<file path="config.mk">
export PLATFORM = sky130hd
export DESIGN_NAME = maxpool_bin
export DESIGN_NICKNAME = d
export VERILOG_FILES = /design/src/rtl/maxpool_bin.sv
export SDC_FILE = /design/constraint.sdc
export NUM_CORES = 1
export LEC_CHECK = 0
export CORE_AREA = 2 2 206 208
export CTS_CLUSTER_DIAMETER = 60
export DETAILED_ROUTE_END_ITERATION = 10
export DIE_AREA = 0 0 208 210
export GPL_TIMING_DRIVEN = 0
export PLACE_DENSITY_LB_ADDON = 0.15
export SLEW_MARGIN = 15
export SYNTH_ARGS = -nofsm -noshare
export SYNTH_HDL_FRONTEND = slang
export SYNTH_SLANG_ARGS = --single-unit
export TNS_END_PERCENT = 10
</file>
<file path="constraint.sdc">
create_clock -name clk -period 3.75 [get_ports clk]
set_input_delay 0.75 -clock clk [delete_from_list [all_inputs] [get_ports clk]]
set_output_delay 0.75 -clock clk [all_outputs]
set_load 0.02 [all_outputs]
</file>
<file path="src/rtl/maxpool_bin.sv">
// 2x2/stride-2 signed max-pool with binarized output, raster in, raster out, 24x24 or 8x8 maps.
// Latency 1 cycle from each odd-row/odd-col beat; no backpressure, ivalid gaps are harmless.
module maxpool_bin #(
    parameter int                    DW     = 32,
    parameter int                    W0     = 24,
    parameter int                    W1     = 8,
    parameter logic signed [DW-1:0]  THRESH = '0
) (
    input  logic                 clk,
    input  logic                 rstn,
    input  logic                 start,
    input  logic                 state,
    input  logic signed [DW-1:0] din,
    input  logic                 ivalid,
    input  logic                 idone,
    output logic signed [DW-1:0] dout,
    output logic                 bout,
    output logic                 ovalid,
    output logic                 done,
    output logic                 err
);
    localparam int CW = $clog2(W0);
    localparam int LB = W0 / 2;

    logic [CW-1:0]        r_col;
    logic [CW-1:0]        r_row;
    logic                 r_mode;
    logic signed [DW-1:0] r_hold;
    logic signed [DW-1:0] r_lbuf [LB];

    logic                 w_acc;
    logic                 w_mode;
    logic [CW-1:0]        w_wm1;
    logic                 w_last_col;
    logic                 w_final;
    logic                 w_abort;
    logic [CW-2:0]        w_idx;
    logic signed [DW-1:0] w_lb;
    logic signed [DW-1:0] w_max_hd;
    logic signed [DW-1:0] w_max_ld;

    assign w_acc      = ivalid && start;
    // Mode comes straight from the pin on the first beat, from the latched copy afterwards.
    assign w_mode     = (r_col == '0 && r_row == '0) ? state : r_mode;
    assign w_wm1      = w_mode ? CW'(W1 - 1) : CW'(W0 - 1);
    assign w_last_col = (r_col == w_wm1);
    assign w_final    = w_last_col && (r_row == w_wm1);
    assign w_abort    = idone && !w_final;
    assign w_idx      = r_col[CW-1:1];
    assign w_lb       = r_lbuf[w_idx];
    assign w_max_hd   = (din > r_hold) ? din : r_hold;
    assign w_max_ld   = (din > w_lb)   ? din : w_lb;

    always_ff @(posedge clk or negedge rstn) begin
        if (!rstn) begin
            r_col  <= '0;
            r_row  <= '0;
            r_mode <= 1'b0;
            r_hold <= '0;
            dout   <= '0;
            bout   <= 1'b0;
            ovalid <= 1'b0;
            done   <= 1'b0;
            err    <= 1'b0;
        end else begin
            ovalid <= 1'b0;
            done   <= 1'b0;
            if (!start) begin
                r_col  <= '0;
                r_row  <= '0;
                r_mode <= 1'b0;
                r_hold <= '0;
            end else if (w_acc) begin
                if (idone != w_final)
                    err <= 1'b1;
                case ({r_row[0], r_col[0]})
                    2'b00: r_hold <= din;
                    2'b10: r_hold <= w_max_ld;
                    2'b11: begin
                        dout   <= w_max_hd;
                        bout   <= (w_max_hd >= THRESH);
                        ovalid <= 1'b1;
                        done   <= w_final;
                    end
                    default: ;
                endcase
                if (w_final || w_abort) begin
                    r_col  <= '0;
                    r_row  <= '0;
                    r_mode <= 1'b0;
                end else begin
                    r_mode <= w_mode;
                    if (w_last_col) begin
                        r_col <= '0;
                        r_row <= r_row + CW'(1);
                    end else begin
                        r_col <= r_col + CW'(1);
                    end
                end
            end
        end
    end

    // Pair maxima of even rows; every entry is rewritten before the odd row reads it.
    always_ff @(posedge clk) begin
        if (w_acc && !r_row[0] && r_col[0])
            r_lbuf[w_idx] <= w_max_hd;
    end
endmodule
</file>
* After elaboration in Yosys (flattened, before gate mapping)
Memory sizes are Yosys's and may differ from the RTL's.
Index checks and enable logic that the tools add are counted.
** Cells by class
- Add/subtract/negate cells :: 2
- Magnitude comparators :: 3
- Equality and inequality tests :: 8
- Muxes and demuxes :: 26
- Reduce and logical (&&, ||, !) cells :: 16
** Operators by type and width (number)
- $mux 32 :: 4
- $gt 32x32->1 :: 2
- $pmux 32 s2 :: 1
- $mux 5 :: 9
- $ge 32x1->1 const B :: 1
- $mux 1 :: 12
- $add 5x1->5 const B :: 2
- $eq 5x5->1 :: 2
- $logic_not 5->1 :: 2
- $logic_and 1x1->1 :: 6
- $ne 3x1->1 const B :: 2
- $reduce_and 3->1 :: 2
- $eq 2x2->1 const B :: 2
- $reduce_and 2->1 :: 2
- $logic_not 1->1 :: 2
- $logic_not 2->1 :: 1
- $ne 2x1->1 const B :: 1
- $logic_or 1x1->1 :: 1
- $ne 1x1->1 :: 1
** Storage, ports and cells
- Register bits after elaboration :: 79
- Memory bits (writable) :: 384
- Bits of input ports :: 38
- Output and inout port bits :: 36
- Logic and storage cells :: 65
- Memories kept :: 1
** Memory list
- r_lbuf :: depth 12, width 32, rd ports 1, clocked after Yosys merged registers in 0, write ports 1, line 29 : logic signed [DW-1:0] r_lbuf [LB];

* Longest topological paths before layout
- Depth in word-level cells :: 12
- Gate-level depth with buffers :: 17

* Least setup slack after synthesis
OpenSTA, ideal clock, no wires.
- Path type :: in2reg
- From :: input ivalid
- To :: memory r_lbuf[0][0], enable pin
- Library setup time :: 0.461 ns
- Arrival :: 3.709 ns
- Setup slack :: -0.420 ns
- Stages :: 4
- Path through :: nand2_1 -> or3_1 -> or3_1 -> nor3_1
** On the way
- Word-level cells in the longest chain between the ends :: 5
** RTL lines
- start, declared :: line 14 : input logic ivalid,
- $logic_and 1x1->1 :: line 42 : assign w_acc = ivalid && start;
- $logic_and 1x1->1 (2 in a row) :: line 106 : if (w_acc && !r_row[0] && r_col[0])
- $mux 1 :: line 106
- $mux 1 (implied by the code) :: line 107 : r_lbuf[w_idx] <= w_max_hd;
- end, declared :: line 29
No other way between the ends.

* Final worst setup path
- From :: register r_col[1]
- To :: register r_hold[20]
** On the way
- Word-level cells in the longest chain between the ends :: 6
** RTL lines
- start, declared :: line 25 : logic [CW-1:0] r_col;
- start signal, assigned :: line 97 : r_col <= r_col + CW'(1);
- $mem_v2 12x32 *
- $gt 32x32->1 :: line 52 : assign w_max_ld = (din > w_lb) ? din : w_lb;
- $mux 32 * :: line 52
- $pmux 32 s2 * :: line 76 : case ({r_row[0], r_col[0]})
- $mux 32 * :: line 73 : end else if (w_acc) begin
- $mux 32 * :: line 68 : if (!start) begin
- end signal, assigned :: line 77 : 2'b00: r_hold <= din;
- end signal, assigned :: line 78 : 2'b10: r_hold <= w_max_ld;
- end, declared :: line 28 : logic signed [DW-1:0] r_hold;
Every way passes the cells marked *; elsewhere a longest branch is shown, timed or not. The select of a mux whose other input is x is not followed.
A chain may end at the register's enable or synchronous reset.

==> results.md <==
- Gpl congestion: 0.882
- Mapped Area: 20,800 µm²
- Status: finished, violations left
- Max-Slew Margin vs Limit: 32.9%
- Power share of the combinational group: 11.1%
- Number of global-route vias before repair: 13,000
- Worst EP arrival: 4.60 ns
- H-Tree Depth: 2
- Clk network pwr share: 41.6%
- Core outline area: 41,500 µm²
- Ys Warns: 0
- Final slew viol count: 0
- Hold Fails Final Rpt: 0
- Worst path required time: 4.24 ns
- Syn Nets: 1,432
- Die area: 43,700 µm²
- Total GRT Usage: 23.7%
- Max Root-Sink Buffers: 3
- Final setup viols: 33
- CP endpoint kind: flip-flop
- Worst slew pin tran: 1.01 ns
- Sw Ratio: 23.7%
- Leakage: 8.53 nW
- Number of antenna diodes: 0
- Yosys reg bits: 463
- Violated checks: setup timing
- Minimum clock period: 4.11 ns
- Total gr overflow: 0
- Critical Path Fanout Max: 5
- EDFF count, synth: 384
- CTS tree: built
- Flop pwr share: 47.3%
- Die X: 208 µm
- Routed len/inst: 24.7 µm
- Int Power: 9.56 mW
- Clk_skew: 0.0154 ns
- Switching pwr: 2.96 mW
- Vias per cell: 5.99
- Fillers: 3,073
- Final ANT Viol Nets: 0
- Yosys cell types: 62
- Fmax: 243 MHz
- Syn_area_per_cell: 15.7 µm²
- Clock sinks: 463
- Layout area overhead: 21.5%
- Starting Density: 50.2%
- Port Buf Inserts: 73
- Root Driver: clkbuf_16
- DRT Wirelength: 51,200 µm
- Final WS setup: -0.363 ns
- FF+latch area: 13,500 µm²
- Starting DRC count in detailed routing: 1,079
- Most frequent cells in the layout: 384 x edfxtp_1, 143 x nand2_1, 96 x mux4_2
- Met3 usage in global routing: 3.10%
- Max-cap violations: 0
- Initial antenna violation count: 0
- Clock Pin Slew Worst Setup and Hold Paths: 0.06 ns
- Syn Inst Count: 1,325
- First-pass GRT wire length: 78,100 µm
- Asr flop ratio synth: 17.1%
- I/O pin count: 74
- Nets@finish: 1,605
- Pwr dens: 495 nW/µm²
- Multi-input logic area: 7240 µm²
- Setup tns final: -10.65 ns
- Met1 Use GR: 31.5%
- WS Path Type: flip-flop to flip-flop
- Clock Latency Late Sink: 0.59 ns
- DR pass1 iterations: 5
- Final HPWL DP: 37,000 µm
- Worst VDD drop: 0.326 mV
- Fin util: 61.0%
- Die height: 210 µm
- Largest net degree at the start of global routing: 53
- Commonest non-fill, non-tap cell in the layout: edfxtp_1
- CTS Buf Count: 48
- Fin crit share: 110%
- Layout cells sized above 1: 26.0%
- Num rows: 75
- Via count: 12,500
- DRC: 0
- Sequential fraction of the synthesis area: 64.8%
- Worst setup SP type: flip-flop
- GR peak layer: met2
- RSZ-0062 raised after global routing: yes
- GR Util met2: 40.3%
- Most used flip-flop cell after synthesis: edfxtp_1
- Min-delay worst type: input pin to asynchronous set/reset pin
-- metrics by stage --
stage	hold WS, ns	total power, mW	std cells	cell area, µm²	setup WS (ns)
after floorplan	0.454	6.75	1325	20800	-0.251
after global placement	0.453	7.26	1937	22200	-2.95
after detailed placement	0.459	7.31	1956	22700	-1.39
after CTS	0.220	12.5	2064	24900	-0.379
after global routing	0.265	12.9	2077	25300	-0.548
final	0.221	12.5	2077	25300	-0.363
-- final cells by class --
cell class / count / share of cell area (%)
Sequential cell: 463 / 53.4
Clock buffer: 56 / 5.07
Buffer: 82 / 2.28
Clock inverter: 34 / 1.81
Multi-Input combinational cell: 738 / 28.6
Timing Repair Buffer: 124 / 5.60
Tap cell: 539 / 2.66
Inverter: 41 / 0.608
-- state kept, by name (all words and copies together), names as in the netlist --
name / flops
r_hold: 32
bout: 1
r_row: 5
dout: 32
ovalid: 1
done: 1
r_col: 5
err: 1
r_lbuf: 384
r_mode: 1
-- final timing paths --
| kind | start | end | slack (ns) | cells past startpoint |
|---|---|---|---|---|
| worst max-delay path | r_col[1]$_DFFE_PN0P_ | r_hold[20]$_DFFE_PN0P_ | -0.36 | 17 |
| worst min-delay path | rstn | done$_DFF_PN0_ | 0.22 | 1 |
| worst max register to register | r_col[1]$_DFFE_PN0P_ | r_hold[20]$_DFFE_PN0P_ | -0.36 | 17 |
| worst min register to register | err$_DFFE_PN0P_ | err$_DFFE_PN0P_ | 0.47 | 1 |
| max in group asynchronous | rstn | r_hold[24]$_DFFE_PN0P_ | 2.88 | 2 |
| min in group clk | err$_DFFE_PN0P_ | err$_DFFE_PN0P_ | 0.47 | 1 |
-- kinds of logic after synthesis --
logic type	Yosys count	synth area share, %
AND/OR/NAND/NOR	275	5.87
XOR/XNOR	3	0.126
AO/OA/AOI/OAI	231	8.82
multiplexers	160	13.6
buffers and inverters	124	2.56
adder cells (fa/ha/maj)	69	4.14
flip-flops	463	64.8
-- cells in the mapped netlist, types with 2 or more instances --
library cell	instances	share of area [%]
a211oi_1	4	0.14
a21o_1	5	0.18
a21oi_1	51	1.2
a221o_1	2	0.096
a22o_1	2	0.084
a31oi_1	2	0.060
and2_1	4	0.12
and3_1	2	0.060
buf_1	7	0.13
buf_2	25	0.60
buf_4	2	0.072
buf_6	4	0.22
clkbuf_1	45	0.81
dfrtp_1	79	9.5
edfxtp_1	384	55
ha_1	69	4.1
inv_1	40	0.72
mux2_1	17	0.92
mux2_2	14	0.76
mux2i_1	33	1.6
mux4_2	96	10
nand2_1	143	2.6
nand2b_1	3	0.090
nand3_1	9	0.22
nand4_1	18	0.54
nor2_1	64	1.2
nor2b_1	4	0.12
nor3_1	12	0.29
nor3_2	2	0.096
nor4_1	3	0.090
o211ai_1	63	2.3
o211ai_2	2	0.12
o21a_1	3	0.11
o21ai_0	19	0.46
o21ai_1	2	0.048
o22ai_1	2	0.060
o31a_1	2	0.084
o31ai_1	5	0.18
o31ai_2	26	1.6
o41a_1	30	1.6
or3_1	3	0.090
xnor2_1	3	0.13
-- repair_timing --
| action | in CTS | in global routing |
|---|---|---|
| endpoints found under the hold margin | 0 | 0 |
| resized for setup | 109 | 68 |
| endpoints found under the setup margin | 383 | 259 |
| hold buffers | 0 | 0 |
| pin swaps | 7 | 13 |
| gates cloned | 2 | 4 |
| setup buffers | 17 | 9 |
-- critical path: stages (launching register included) --
cell and delay, ns:
dfrtp_1 0.37, buf_6 0.16, clkbuf_16 0.17, bufbuf_16 0.26
mux4_2 0.51, mux2i_2 0.21, nor2_1 0.08, a21oi_2 0.22
ha_1 0.28, o21a_1 0.18, o211ai_1 0.26, o211ai_2 0.24
nor4_4 0.33, buf_6 0.17, nor3_4 0.05, buf_6 0.15
buf_8 0.14, o31ai_4 0.21
-- power groups by stage --
stage / clock [mW] / combinational (mW) / sequential (mW)
finish: 5.21 / 1.39 / 5.93
detailed placement: 0 / 1.27 / 6.04
global route: 5.47 / 1.51 / 5.94
floorplan: 0 / 0.646 / 6.11
global placement: 0 / 1.22 / 6.03
CTS: 5.29 / 1.32 / 5.93
-- layer usage --
metal / vias to the layer above / part of all wire, %
li1: 5598 / -
met1: 6403 / 42
met2: 364 / 50
met3: 85 / 5.1
met4: 0 / 2.9
met5: - / 0
Note: power is estimated with default switching activity, not from simulation.
